<file path="config.mk">
export PLATFORM = sky130hd
export DESIGN_NAME = dmem_responder
export DESIGN_NICKNAME = d
export VERILOG_FILES = /design/src/rtl/dmem_responder_pkg.sv /design/src/rtl/dmem_responder.sv
export SDC_FILE = /design/constraint.sdc
export NUM_CORES = 1
export LEC_CHECK = 0
export ABC_AREA = 1
export ABC_CLOCK_PERIOD_IN_PS = 4500
export CELL_PAD_IN_SITES_DETAIL_PLACEMENT = 1
export CELL_PAD_IN_SITES_GLOBAL_PLACEMENT = 1
export CORE_MARGIN = 5
export CORE_UTILIZATION = 32
export DETAILED_ROUTE_END_ITERATION = 10
export PLACE_DENSITY_LB_ADDON = 0.1
export REMOVE_ABC_BUFFERS = 1
export SLEW_MARGIN = 20
export SYNTH_ARGS = -nofsm -noshare
export SYNTH_HDL_FRONTEND = slang
export SYNTH_SLANG_ARGS = --single-unit
</file>
<file path="constraint.sdc">
create_clock -name clk -period 4.5 [get_ports clk]
set_clock_uncertainty 0.2 [all_clocks]
set_input_delay 1.35 -clock clk [delete_from_list [all_inputs] [get_ports clk]]
set_output_delay 1.35 -clock clk [all_outputs]
set_load 0.005 [all_outputs]
</file>
<file path="src/rtl/dmem_responder_pkg.sv">
// Shared core definitions for the MEM-stage data-memory responder.
//   dmem_state_e : responder FSM state (IDLE/ISSUE/WAIT/DONE, 2-bit encoding)
//   DMEM_ADDR_W  : default word-address width of the backing RAM bus
package dmem_responder_pkg;

    localparam int unsigned DMEM_ADDR_W = 16;

    typedef enum logic [1:0] {
        ST_IDLE  = 2'd0,
        ST_ISSUE = 2'd1,
        ST_WAIT  = 2'd2,
        ST_DONE  = 2'd3
    } dmem_state_e;

endpackage

</file>
<file path="src/rtl/dmem_responder.sv">
// dmem_responder
//   Runs the MEM-stage load/store over a valid/ready request bus and a
//   response bus to backing RAM. Holds the whole pipeline with a
//   combinational stall while the access is in flight, and registers load
//   data for MEM/WB.
//
// Ports
//   clk, rstn              : clock, synchronous active-low reset
//   memread_mem            : load request from EX/MEM
//   memwrite_mem           : store request from EX/MEM (wins over load)
//   alu_result_mem         : byte address; bits [ADDR_W+1:2] form the word address
//   write_data_memory_mem  : store data
//   data_ready_mem         : 0 = stall PC and all pipeline registers
//   data_from_memory_mem   : last completed load result
//   mem_req_valid/ready    : backing-bus request handshake
//   mem_req_we/addr/wdata  : request fields, stable while valid is high
//   mem_resp_valid/rdata   : read data or write acknowledge
//   stall_cycles           : saturating count of stalled cycles
module dmem_responder
    import dmem_responder_pkg::*;
#(
    parameter int unsigned ADDR_W = DMEM_ADDR_W,
    parameter int unsigned CNT_W  = 32
) (
    input  logic              clk,
    input  logic              rstn,
    input  logic              memread_mem,
    input  logic              memwrite_mem,
    input  logic [31:0]       alu_result_mem,
    input  logic [31:0]       write_data_memory_mem,
    output logic              data_ready_mem,
    output logic [31:0]       data_from_memory_mem,
    output logic              mem_req_valid,
    input  logic              mem_req_ready,
    output logic              mem_req_we,
    output logic [ADDR_W-1:0] mem_req_addr,
    output logic [31:0]       mem_req_wdata,
    input  logic              mem_resp_valid,
    input  logic [31:0]       mem_resp_rdata,
    output logic [CNT_W-1:0]  stall_cycles
);

    dmem_state_e       state_q;
    logic              valid_q;
    logic              we_q;
    logic [ADDR_W-1:0] addr_q;
    logic [31:0]       wdata_q;
    logic [31:0]       rdata_q;
    logic [CNT_W-1:0]  stall_q;
    logic [CNT_W-1:0]  stall_d;
    logic              req_present;
    logic              ready_d;

    // Byte-offset and high address bits are not decoded (word accesses only).
    logic unused_addr_bits;
    assign unused_addr_bits = ^alu_result_mem;

    assign req_present = memread_mem | memwrite_mem;

    // Responder FSM. DONE always returns to IDLE so the instruction still
    // sitting on the inputs during DONE is never issued a second time.
    always_ff @(posedge clk) begin
        if (!rstn) begin
            state_q <= ST_IDLE;
            valid_q <= 1'b0;
            we_q    <= 1'b0;
            addr_q  <= '0;
            wdata_q <= '0;
            rdata_q <= '0;
        end else begin
            case (state_q)
                ST_IDLE: begin
                    if (req_present) begin
                        we_q    <= memwrite_mem;
                        addr_q  <= alu_result_mem[ADDR_W+1:2];
                        wdata_q <= write_data_memory_mem;
                        valid_q <= 1'b1;
                        state_q <= ST_ISSUE;
                    end
                end
                ST_ISSUE: begin
                    if (mem_req_ready) begin
                        valid_q <= 1'b0;
                        state_q <= ST_WAIT;
                    end
                end
                ST_WAIT: begin
                    if (mem_resp_valid) begin
                        // Store acknowledges leave the last load result intact.
                        if (!we_q) begin
                            rdata_q <= mem_resp_rdata;
                        end
                        state_q <= ST_DONE;
                    end
                end
                ST_DONE: begin
                    state_q <= ST_IDLE;
                end
                default: begin
                    state_q <= ST_IDLE;
                end
            endcase
        end
    end

    // The stall must drop in the same cycle the request appears, so it is
    // decoded from the current state and inputs rather than registered.
    always_comb begin
        ready_d = 1'b1;
        case (state_q)
            ST_IDLE:  ready_d = !req_present;
            ST_ISSUE: ready_d = 1'b0;
            ST_WAIT:  ready_d = 1'b0;
            ST_DONE:  ready_d = 1'b1;
            default:  ready_d = 1'b1;
        endcase
    end

    always_comb begin
        stall_d = stall_q;
        if (!ready_d && (stall_q != '1)) begin
            stall_d = stall_q + CNT_W'(1);
        end
    end

    always_ff @(posedge clk) begin
        if (!rstn) begin
            stall_q <= '0;
        end else begin
            stall_q <= stall_d;
        end
    end

    assign data_ready_mem       = ready_d;
    assign data_from_memory_mem = rdata_q;
    assign mem_req_valid        = valid_q;
    assign mem_req_we           = we_q;
    assign mem_req_addr         = addr_q;
    assign mem_req_wdata        = wdata_q;
    assign stall_cycles         = stall_q;

endmodule

</file>
==> results.md, run 1 <==
Drt:
- For this block, the via count after detailed routing is between 5000 and 6000.
- In this run the remaining antenna-violating nets after routing total 0.
- The wire length after detailed routing is 17430 microns.
- The post-detailed-route via-to-cell ratio is 4.681.
- The number of DRC violations after detailed routing is 0.
- After detailed routing, the average wire length per cell comes to 15.50 microns.
- The number of detailed-route iterations in the first pass is 4.
- The initial DRC count is 160.

Outcome:
- The flow ran to the end, and the final reports show no timing, DRC or antenna violations.

Pwr:
- The internal power of the cells totals 0.002821 W.
- The leakage component of the power is 3.124 nW.
- Of the total power, the share spent switching nets is between 20 and 30%.
- Combinational cells account for 30.8% of the total power.
- For this design the total switching power over the nets is 0.001207 W.
- The power density relative to cell area is 512.9 nW/um^2.
- The clock network fraction of design power is 35.2%.
- Of the total power, registers draw ~34%.
- The maximum vdd drop is 0.0002994 V.

Setup path:
- The start of the worst register-to-register path is state_q[0].
- The worst path arrival time is ~2700 ps.
- In this run the critical register-to-register path is captured at data_from_memory_mem[0].
- Measured in cells, the most critical reg-to-reg path has a length of 8.
- The maximum net fanout on the critical path is 3.
- The register-to-register setup slack is 2180 ps.
- The required time of the critical path is between 2000 and 3000 ps.
- The critical path endpoint category is a primary output.
- The path type of the worst setup path is in2out.
- STA classifies the critical path startpoint as an input pin.

Logic synthesis:
- The share of synthesized registers carrying an async set or reset is 0%.
- The average instance area after synthesis is 7.242 sq um.
- The summed instance area of the synthesized netlist is 5091 sq um.
- Yosys printed 0 warnings.
- Yosys mapped the design onto 32 distinct sky130hd cell types.
- In the synthesized netlist the dominant register cell turns out to be sky130_fd_sc_hd__dfxtp_1.
- Counting flops with a built-in enable in the synthesized netlist gives 0.
- The share of synthesized area occupied by flip-flops and latches is 45.61%.
- The instance count of the mapped netlist is between 700 and 800.
- After synthesis the netlist holds a flip-flop and latch count of around 120.

Clock network:
- Post-CTS repair changed the size of 0 cells.
- The number of levels the H-tree was split into is 4.
- The hold buffer count at cts is 0.
- The tree is rooted in a sky130_fd_sc_hd__clkbuf_16.
- At the later pin of the worst-skew pair, clock insertion delay measures 410 ps.
- The clock edge transition at the registers on the reported setup and hold paths is around 50 ps.
- The clock passes through at most 2 buffers.
- In this run, CTS created clock tree buffers numbering 17.
- TritonCTS built the clock tree.
- In this run the post-CTS setup repair buffer count came out at 0.
- The count of clock tree sinks is 116.

Global routing:
- The number of antenna violations at the first check in global routing is 0.
- The global-route wire length before repair is 28140 microns.
- For met3 alone, demand over resource in global routing was 8.216%.
- The via count of the first global-routing pass is 5779.
- The global routing stage identified its most utilized layer as met2.
- The pin count of the biggest net entering global routing is 51.
- The total overflow left after global routing is 0.
- For met2 alone, demand over resource in global routing was around a third.
- In the global route stage, met1 resource usage came out at 20.09%.
- Global routing used 19.24% of the available tracks across all layers.

Finish:
- For this run, the post-layout net count is 1004.
- The post-layout instance count excluding filler cells is 1124.
- 0 antenna diodes ended up in the layout.
- From synthesis to final layout, the design area changed by 54.26%.
- In the final layout, the share of cells above drive strength 1 is approximately 8.4%.

Worst hold path:
- The path with the worst hold slack has its endpoint at mem_req_addr[5].
- In this run the most critical hold path is launched from mem_req_addr[5].
- The class of the most critical hold timing path is reg2reg.
- The worst hold path was traced through 2 stages.

Placed design:
- Routability-driven placement finished with a final weighted congestion of 0.8214.
- The detailed placement HPWL is between 10000 and 15000 microns.
- The number of port buffers is 200.
- After detailed placement, the design holds a cell count of 1093.

Die:
- The effective utilization at floorplan is 32.28%.
- The die width is 136.1 microns.
- The die covers between 15000 and 20000 sq um.
- The die is 136.1 microns tall.
- 217 I/O pins were placed.
- The row count is 46.
- The core footprint is 15770 sq um.

STA:
- The number of pins exceeding their max-slew limit in the final report is 0.
- For the pin with the worst max-slew slack, the measured transition is 975.2 ps.
- Setup repair after global routing left no endpoint under its margin.
- The maximum frequency from static timing analysis is 236.7 MHz.
- The total negative setup slack is 0 ps.
- The final worst-path cycle share is 93.89%.
- Setup violations remaining at the end of the flow were counted as 0.
- Subtracting the final worst setup slack from the clock period gives 4225 ps.
- The final count of hold timing violations is 0.
- The headroom to the max-slew limit is 34.92%.

Flow run:
- The max-capacitance violation count is 0.
layout by cell type, fill, tap and decap left out, types with 2 or more instances in the layout:
cell type and count:
sky130_fd_sc_hd__nand3_1 28, sky130_fd_sc_hd__o21ai_0 82, sky130_fd_sc_hd__nand4_1 6, sky130_fd_sc_hd__clkbuf_16 17, sky130_fd_sc_hd__inv_2 2, sky130_fd_sc_hd__buf_4 6
sky130_fd_sc_hd__nor2_2 5, sky130_fd_sc_hd__o21ai_1 2, sky130_fd_sc_hd__nand3_2 10, sky130_fd_sc_hd__nand2_2 5, sky130_fd_sc_hd__bufinv_16 4, sky130_fd_sc_hd__ha_1 6
sky130_fd_sc_hd__nand2_8 2, sky130_fd_sc_hd__clkdlybuf4s50_1 199, sky130_fd_sc_hd__inv_1 35, sky130_fd_sc_hd__clkbuf_1 3, sky130_fd_sc_hd__clkinvlp_4 3, sky130_fd_sc_hd__nor2_1 234
sky130_fd_sc_hd__nand2_1 91, sky130_fd_sc_hd__clkinv_2 2, sky130_fd_sc_hd__a21oi_1 23, sky130_fd_sc_hd__nor3_1 3, sky130_fd_sc_hd__dfxtp_1 116, sky130_fd_sc_hd__nor2_4 9
sky130_fd_sc_hd__nand2_4 3, sky130_fd_sc_hd__clkbuf_8 2
synthesized netlist by cell type, types with 3 or more instances:
library cell / instances / area share [%]
sky130_fd_sc_hd__nand2_1: 91 / 6.7
sky130_fd_sc_hd__nand3_1: 28 / 2.8
sky130_fd_sc_hd__nand4_1: 6 / 0.74
sky130_fd_sc_hd__nor3_1: 3 / 0.29
sky130_fd_sc_hd__ha_1: 6 / 1.5
sky130_fd_sc_hd__nor2_2: 5 / 0.61
sky130_fd_sc_hd__nor2_1: 234 / 17
sky130_fd_sc_hd__a21oi_1: 23 / 2.3
sky130_fd_sc_hd__nand2_4: 3 / 0.66
sky130_fd_sc_hd__nand2_2: 5 / 0.61
sky130_fd_sc_hd__clkbuf_1: 19 / 1.4
sky130_fd_sc_hd__o21ai_0: 82 / 8.1
sky130_fd_sc_hd__inv_1: 35 / 2.6
sky130_fd_sc_hd__dfxtp_1: 116 / 46
sky130_fd_sc_hd__buf_6: 4 / 0.88
sky130_fd_sc_hd__nand3_2: 10 / 2.0
sky130_fd_sc_hd__nor2_4: 9 / 2.0
sky130_fd_sc_hd__buf_2: 6 / 0.59
registers in the layout (all words and copies together), names as in the netlist:
| register | flops |
|---|---|
| data_from_memory_mem | 32 |
| mem_req_addr | 16 |
| mem_req_valid | 1 |
| mem_req_wdata | 32 |
| mem_req_we | 1 |
| stall_cycles | 32 |
| state_q | 2 |
final cells by class:
type / count / area, sq um
multi-input cells: 518 / 2464
flip-flops and latches: 116 / 2322
fillers: 1973 / 7916
clock buffers: 22 / 464.2
inverters: 37 / 138.9
repair buffers: 206 / 2042
clock inverters: 9 / 152.6
well taps: 216 / 270.3
layer usage:
metal | vias to the layer above | share of wire, % | routed length [microns]
li1 | 2625 | - | -
met1 | 2465 | 39 | 6829
met2 | 143 | 50 | 8796
met3 | 28 | 8.2 | 1430
met4 | 0 | 2.1 | 370
met5 | - | 0 | 0
worst max-delay path by stage:
stage | start | endpoint | slack [ps] | depth (start not counted)
2_1_floorplan | mem_resp_valid | data_from_memory_mem[0] | 1160 | 5
3_3_place_gp | memwrite_mem | data_ready_mem | 270 | 5
3_5_place_dp | memwrite_mem | data_ready_mem | 280 | 5
4_1_cts | memwrite_mem | data_ready_mem | 260 | 5
5_1_grt | memwrite_mem | data_ready_mem | 240 | 5
6_report | memwrite_mem | data_ready_mem | 270 | 5
metrics by stage:
stage | total power, W | area (sq um) | utilization [%] | hold slack, ps | setup WS, ps
2_1_floorplan | 0.001913 | 4925 | - | 255.6 | 1159
3_3_place_gp | 0.002575 | 7237 | 45.89 | 247.5 | 274.1
3_5_place_dp | 0.002648 | 7237 | 45.89 | 274.5 | 277.6
4_1_cts | 0.004095 | 7854 | 49.80 | 287.8 | 258.1
5_1_grt | 0.004272 | 7854 | 49.80 | 306.4 | 235.5
6_report | 0.004028 | 7854 | 49.80 | 281.8 | 274.8
cells by family after synthesis:
family / count (synthesis) / share of synthesized area [%]
flops: 116 / 45.61
simple gates: 401 / 35.64
fa+ha+maj: 6 / 1.475
compound gates: 110 / 11.11
buf+inv: 69 / 5.997
xor+xnor: 1 / 0.1721
power groups by stage:
stage / Clock [W] / Combinational [W] / Sequential [W]
after floorplan: 0 / 0.000516 / 0.00140
after global placement: 0 / 0.00120 / 0.00137
after detailed placement: 0 / 0.00126 / 0.00139
after CTS: 0.00145 / 0.00127 / 0.00137
after global routing: 0.00150 / 0.00137 / 0.00140
final: 0.00142 / 0.00124 / 0.00137
worst max-delay path, cell delays in order:
cell	delay, ps
sky130_fd_sc_hd__clkdlybuf4s50_1	480
sky130_fd_sc_hd__nor2_1	130
sky130_fd_sc_hd__nand2_1	90
sky130_fd_sc_hd__nand2_1	100
sky130_fd_sc_hd__clkdlybuf4s50_1	530
Power figures use the tool's default switching activity.
==> run 2, diff against run 1 <==
- ABC_CLOCK_PERIOD_IN_PS: 4500 -> 3620
- CELL_PAD_IN_SITES_DETAIL_PLACEMENT: 1 -> not set
- CELL_PAD_IN_SITES_GLOBAL_PLACEMENT: 1 -> not set
- CORE_UTILIZATION: 32 -> 39
- clock period: 4.5 -> 3.62 ns (I/O delays scaled with it)
==> results.md, run 2 (synthesized netlist as in run 1, its figures left out) <==
Global routing:
- The number of antenna violations at the first check in global routing is 0.
- The total grt overflow is 0.
- The via count of the first global-routing pass is 5274.
- The all-layer global routing usage is 19.97%.
- The first global-routing pass estimated 25500 microns of wire.
- Entering global routing, the biggest net connects 55 pins.

Flow run:
- Across the run, the number of max-cap violations was 0.

Setup path:
- The maximum net fanout on the critical path is 2.
- The most common cell type on the critical path is sky130_fd_sc_hd__nand2_1.
- The critical path endpoint category is a primary output.
- The worst setup path is launched from an input pin.
- The worst path arrival time is 2080 ps.
- The slowest stage of the critical path is the sky130_fd_sc_hd__clkdlybuf4s50_1 cell.
- The critical path in this run is classified as in2out.
- The longest individual stage delay on the worst path is 420 ps.
- The signal on the critical path passes through clkdlybuf4s50_1, nor2_1, nand2_1, nand2_1, dlygate4sd2_1.
- STA puts the critical path data required time at about 2300 ps.

Drt:
- The total number of vias is around 5300.
- In the final routed layout, each cell accounts on average for 14.18 microns.
- Wires add up to 15360 microns.
- The post-detailed-route count of antenna-violating nets is 0.
- The number of DRC violations after detailed routing is 0.
- In the routed layout, each cell is associated on average with a via count of 4.865.
- Before antenna repair, the detailed router went through 6 iterations.
- The initial DRC count is 308.

Die:
- The die outline height is 124.3 microns.
- In this run the horizontal extent of the chip is roughly 120 microns.
- The region available for standard cell placement spans 12720 sq um.
- During I/O placement, the number of pins put on the boundary was 217.
- The row count is 41.
- The floorplan step defined a die boundary enclosing 15440 sq um.
- The initial utilization of the core area, before any placement, comes to 40.02%.

Finish:
- The final design utilization is 60.96%.
- The final-stage net count is 1007.
- The area taken by flip-flops and latches is 2322 sq um.
- The antenna diode count is 0.
- Of the cells placed in the final design, the portion with a size suffix greater than 1 is 8.342%.
- The area growth from synthesis to final layout is 52.32%.
- Fill cells in the final layout number around 1200.
- The library cells used most frequently in the layout, excluding fill and tap cells, are sky130_fd_sc_hd__nor2_1 (234), sky130_fd_sc_hd__clkdlybuf4s50_1 (198), sky130_fd_sc_hd__dfxtp_1 (116), sky130_fd_sc_hd__nand2_1 (91), sky130_fd_sc_hd__o21ai_0 (82).
- The final instance area is 7755 sq um.
- In the final layout, the multi-input gates occupy 2464 sq um.
- The library cell used most frequently in the layout, excluding fill and tap cells, is sky130_fd_sc_hd__nor2_1.

Clock network:
- TritonCTS built the clock tree.
- The clock tree buffer depth is 2.
- Clock-pin slew was measured on the worst setup and hold paths at 50 ps.
- The clock buffer count from CTS is 17.
- The post-CTS setup buffer count is 0.
- The root cell of the clock tree is sky130_fd_sc_hd__clkbuf_16.
- The count of clock tree sinks is between 100 and 150.
- In this run, post-CTS hold repair placed 0 buffers.
- The number of levels the H-tree was split into is 4.
- The clock latency at the later pin of the worst-skew pair is 420 ps.

STA:
- Setup repair after global routing left no endpoint under its margin.
- The number of pins exceeding their max-slew limit in the final report came to 0.
- The measured slew at the worst slew-check pin is between 900 and 1000 ps.
- Headroom to the max-slew limit came out at 35.14%.
- The count of final setup violators is 0.
- The final critical path takes up 92.89% of the cycle.
- The final count of hold timing violations is 0.
- Derived from the worst setup path, the maximum achievable clock frequency is 297.4 MHz.
- The worst path in the final design needs a cycle of 3363 ps, including I/O delays and setup.

Placed design:
- The weighted congestion reported at the end of routability-driven placement is between 0.8 and 0.9.
- The detailed placement HPWL is about 11000 microns.
- After detailed placement, the total cell area comes to 7217 sq um.
- Port buffering added 200 buffers.

Pwr:
- Power comes to 0.004743 W.
- In this run the power density over the cells is 611.6 nW/um^2.
- Summed over all cells, the static leakage comes to roughly 3.1 nW.
- VDD sags by at most 0.0003296 V.

Worst hold path:
- The min-delay analysis places its worst path in the category reg2reg.

Outcome:
- The run finished with clean final reports.
==> run 2: timing repair <==
| item | CTS | global route |
|---|---|---|
| gates resized for setup | 1 | 0 |
| hold endpoints to repair | 0 | 0 |
| endpoints found under the setup margin | 1 | 0 |
==> run 2: through the flow <==
stage	TNS (ps)	std cells	hold slack [ps]	worst slack, ps
final	0	1083	273.2	257.3
after global routing	0	1083	287.4	196.8
after CTS	0	1083	277.9	254.3
after detailed placement	-6.583	1052	269.5	-6.583
after global placement	0	1052	248.8	5.745
after floorplan	0	671	255.6	543.0
==> run 2: where the power goes <==
part | switching [W] | total (W) | leakage (nW) | internal, W
combinational | 0.000733 | 0.00151 | 1.90 | 0.000773
sequential | 0.000144 | 0.00170 | 0.950 | 0.00156
clock | 0.000549 | 0.00154 | 0.268 | 0.000988
==> run 2: layout make-up <==
class | count | area share (%)
flip-flops and latches | 116 | 29.95
multi-input cells | 518 | 31.77
clock inverters | 5 | 0.6454
inverters | 37 | 1.791
clock buffers | 26 | 6.308
repair buffers | 209 | 26.77
well taps | 172 | 2.775
==> run 2: path summary, 6_finish.rpt <==
kind | start | endpoint | slack (ps) | cells after the start
max | memwrite_mem | data_ready_mem | 260 | 5
min | mem_req_valid | mem_req_valid | 270 | 2
min reg2reg | mem_req_valid | mem_req_valid | 270 | 2
max reg2reg | state_q[0] | stall_cycles[25] | 1520 | 9
==> run 2: worst max-delay path, delay by kind of cell <==
| family | cells | cell delay [ps] |
|---|---|---|
| and+or+nand+nor | 3 | 300 |
| buffers and inverters | 2 | 690 |
==> run 2: routing by layer <==
layer  routed length, microns  GRT usage [%]  up-vias  share of wire [%]
met5                        0              0        -                  0
met4                      285          6.770        0                1.9
met3                     1538          10.21       23                 10
met2                     7410          34.10      185                 48
met1                     6126          21.29     2426                 40
li1                         -              -     2635                  -
==> run 3, diff against run 2 <==
- CORE_MARGIN: 5 -> 2
==> results.md, run 3 (synthesized netlist as in run 1, its figures left out) <==
Setup path:
- The start of the worst register-to-register path is state_q[0].
- The worst setup path is launched from an input pin.
- The destination of the worst register-to-register timing path is data_from_memory_mem[15].
- In this run the register-to-register setup slack is 1580 ps.
- The worst path arrival time is between 2000 and 2500 ps.
- The path type of the worst setup path is in2out.
- The required time of the critical path is 2330 ps.
- The maximum net fanout on the critical path is 2.
- The number of cell instances on the worst register-to-register path is 7.
- The critical path endpoint category is a primary output.

STA:
- The headroom to the max-slew limit is between 30% and 40%.
- The maximum frequency from static timing analysis is 297.1 MHz.
- Subtracting the final worst setup slack from the clock period gives 3366 ps.
- Setup violations remaining at the end of the flow were counted as 0.
- Setup repair after global routing left no endpoint under its margin.
- The number of pins exceeding their max-slew limit in the final report is 0.
- The final count of hold timing violations is 0.
- The measured slew at the worst slew-check pin is 969.5 ps.
- The final worst-path cycle share is 92.97%.

Finish:
- From synthesis to final layout, the design area changed by 52.96%.
- The top cell types in the final layout, fill and taps aside, are sky130_fd_sc_hd__nor2_1 (234), sky130_fd_sc_hd__clkdlybuf4s50_1 (198), sky130_fd_sc_hd__dfxtp_1 (116), sky130_fd_sc_hd__nand2_1 (91), sky130_fd_sc_hd__o21ai_0 (82).
- The post-layout instance count excluding filler cells is 1081.
- In the final layout, the share of cells above drive strength 1 is 8.361%.
- The final-stage net count is about 1000.
- The antenna diode count is 0.
- The library cell used most frequently in the layout, excluding fill and tap cells, is sky130_fd_sc_hd__nor2_1.
- The final design utilization is slightly above 60%.

Clock network:
- The hold buffer count at cts is 0.
- The number of gates given a new drive strength after cts is 1.
- The CTS tree is yes.
- The clock edge transition at the registers on the reported setup and hold paths is 50 ps.
- The later pin in the worst-skew pair is clocked with a latency of 410 ps.
- Counting every sink on the clock net gives around 120.
- The root cell of the clock tree is sky130_fd_sc_hd__clkbuf_16.
- The clock tree synthesis step divided the H-tree into 4 levels.
- After clock tree synthesis, the setup repair step added 0 buffers.
- The clock passes through at most 2 buffers.
- The clock buffer count from CTS is 17.

Die:
- The effective utilization at floorplan is about 40%.
- The total die area is 13980 sq um.
- The core footprint is 12670 sq um.
- around 220 I/O pins were placed.
- The die width is 118.3 microns.
- Row generation in the floorplan step produced 41 rows.
- The die outline height is 118.3 microns.

Placed design:
- The detailed placement HPWL is 10190 microns.
- The number of port buffers is 200.
- The number of placed instances with taps included is 1051.
- At the end of routability-driven placement, the weighted congestion stood at around 0.87.

Global routing:
- For this run, the total global-route usage over all layers was measured as between 20% and 30%.
- The number of antenna violations at the first check in global routing is 0.
- The total grt overflow is 0.
- The pin count of the biggest net entering global routing is 50.
- The global-route wire length before repair is about 24000 microns.
- The via count of the first global-routing pass is 4947.

Drt:
- The count of nets left with antenna violations once routing finished came out at 0.
- Wires add up to 14320 microns.
- The total number of vias is approximately 5200.
- After detailed routing, the number of remaining DRC violations is 0.
- After detailed routing, the number of vias per cell comes to between 4 and 5.
- The wire length per cell is 13.24 microns.
- The number of detailed-route iterations in the first pass is 5.
- The initial DRC count is 277.

Worst hold path:
- The class of the most critical hold timing path is reg2reg.
- The worst hold path begins at mem_req_valid.
- The path with the worst hold slack has its endpoint at mem_req_valid.
- The instance count along the most critical hold path is 2.

Flow run:
- Across the run, the number of max-cap violations was 0.

Pwr:
- Power spread over the standard cell area amounts to 619.5 nW/um^2.
- The maximum vdd drop is 0.0004530 V.
- The leakage component of the power is 3.136 nW.

Outcome:
- The flow ran to the end, and the final reports show no timing, DRC or antenna violations.
-- run 3: cell types whose count changed in the layout (fill, tap and decap cells not counted) --
| cell | previous run | this run |
|---|---|---|
| sky130_fd_sc_hd__buf_4 | 8 | 7 |
| sky130_fd_sc_hd__clkinv_2 | 4 | 2 |
| sky130_fd_sc_hd__clkbuf_8 | 3 | 5 |
| sky130_fd_sc_hd__clkbuf_1 | 6 | 4 |
| sky130_fd_sc_hd__bufinv_16 | 1 | 2 |
-- run 3: how the worst max path moves through the flow --
stage / slack, ps / end / from
final: 250 / data_ready_mem / memwrite_mem
after global routing: 220 / data_ready_mem / memwrite_mem
after CTS: 250 / data_ready_mem / memwrite_mem
after detailed placement: -5 / data_ready_mem / memwrite_mem
after global placement: -20 / data_ready_mem / memwrite_mem
after floorplan: 540 / data_from_memory_mem[0] / mem_resp_valid
-- run 3: cell type report --
class / count / area [sq um]
inverters: 37 / 138.9
clock buffers: 26 / 509.2
fillers: 1142 / 4883
clock inverters: 4 / 70.07
repair buffers: 208 / 2068
multi-input cells: 518 / 2464
well taps: 172 / 215.2
flip-flops and latches: 116 / 2322
-- run 3: through the flow --
step                setup TNS, ps  total power [W]  hold slack [ps]  instance area (sq um)  setup WS (ps)
floorplan                       0         0.002379            255.6                   4925          543.0
global placement           -24.45         0.003178            248.4                   7209         -24.45
detailed placement         -5.121         0.003224            269.7                   7209         -5.121
CTS                             0         0.004885            275.9                   7787          252.7
global route                    0         0.005125            298.4                   7787          221.6
finish                          0         0.004824            273.8                   7787          254.4
-- run 3: critical path, cell delays in order --
cell and delay, ps:
sky130_fd_sc_hd__clkdlybuf4s50_1 410, sky130_fd_sc_hd__nor2_1 130, sky130_fd_sc_hd__nand2_1 90, sky130_fd_sc_hd__nand2_1 80, sky130_fd_sc_hd__dlygate4sd2_1 270
-- run 3: metal layers --
| metal | vias to the layer above | part of all wire (%) | track usage, % |
|---|---|---|---|
| met1 | 2381 | 41 | 23.43 |
| li1 | 2628 | - | - |
| met4 | 0 | 1.6 | 7.003 |
| met3 | 18 | 9.2 | 10.18 |
| met2 | 172 | 48 | 34.25 |
| met5 | - | 0 | 0 |
-- run 3: where the power goes --
part	total [W]	internal, W	switching [W]	leakage, nW
clock network	0.00164	0.00109	0.000544	0.286
registers	0.00170	0.00156	0.000141	0.950
logic	0.00149	0.000769	0.000720	1.90
total	0.00482	0.00342	0.00141	3.14
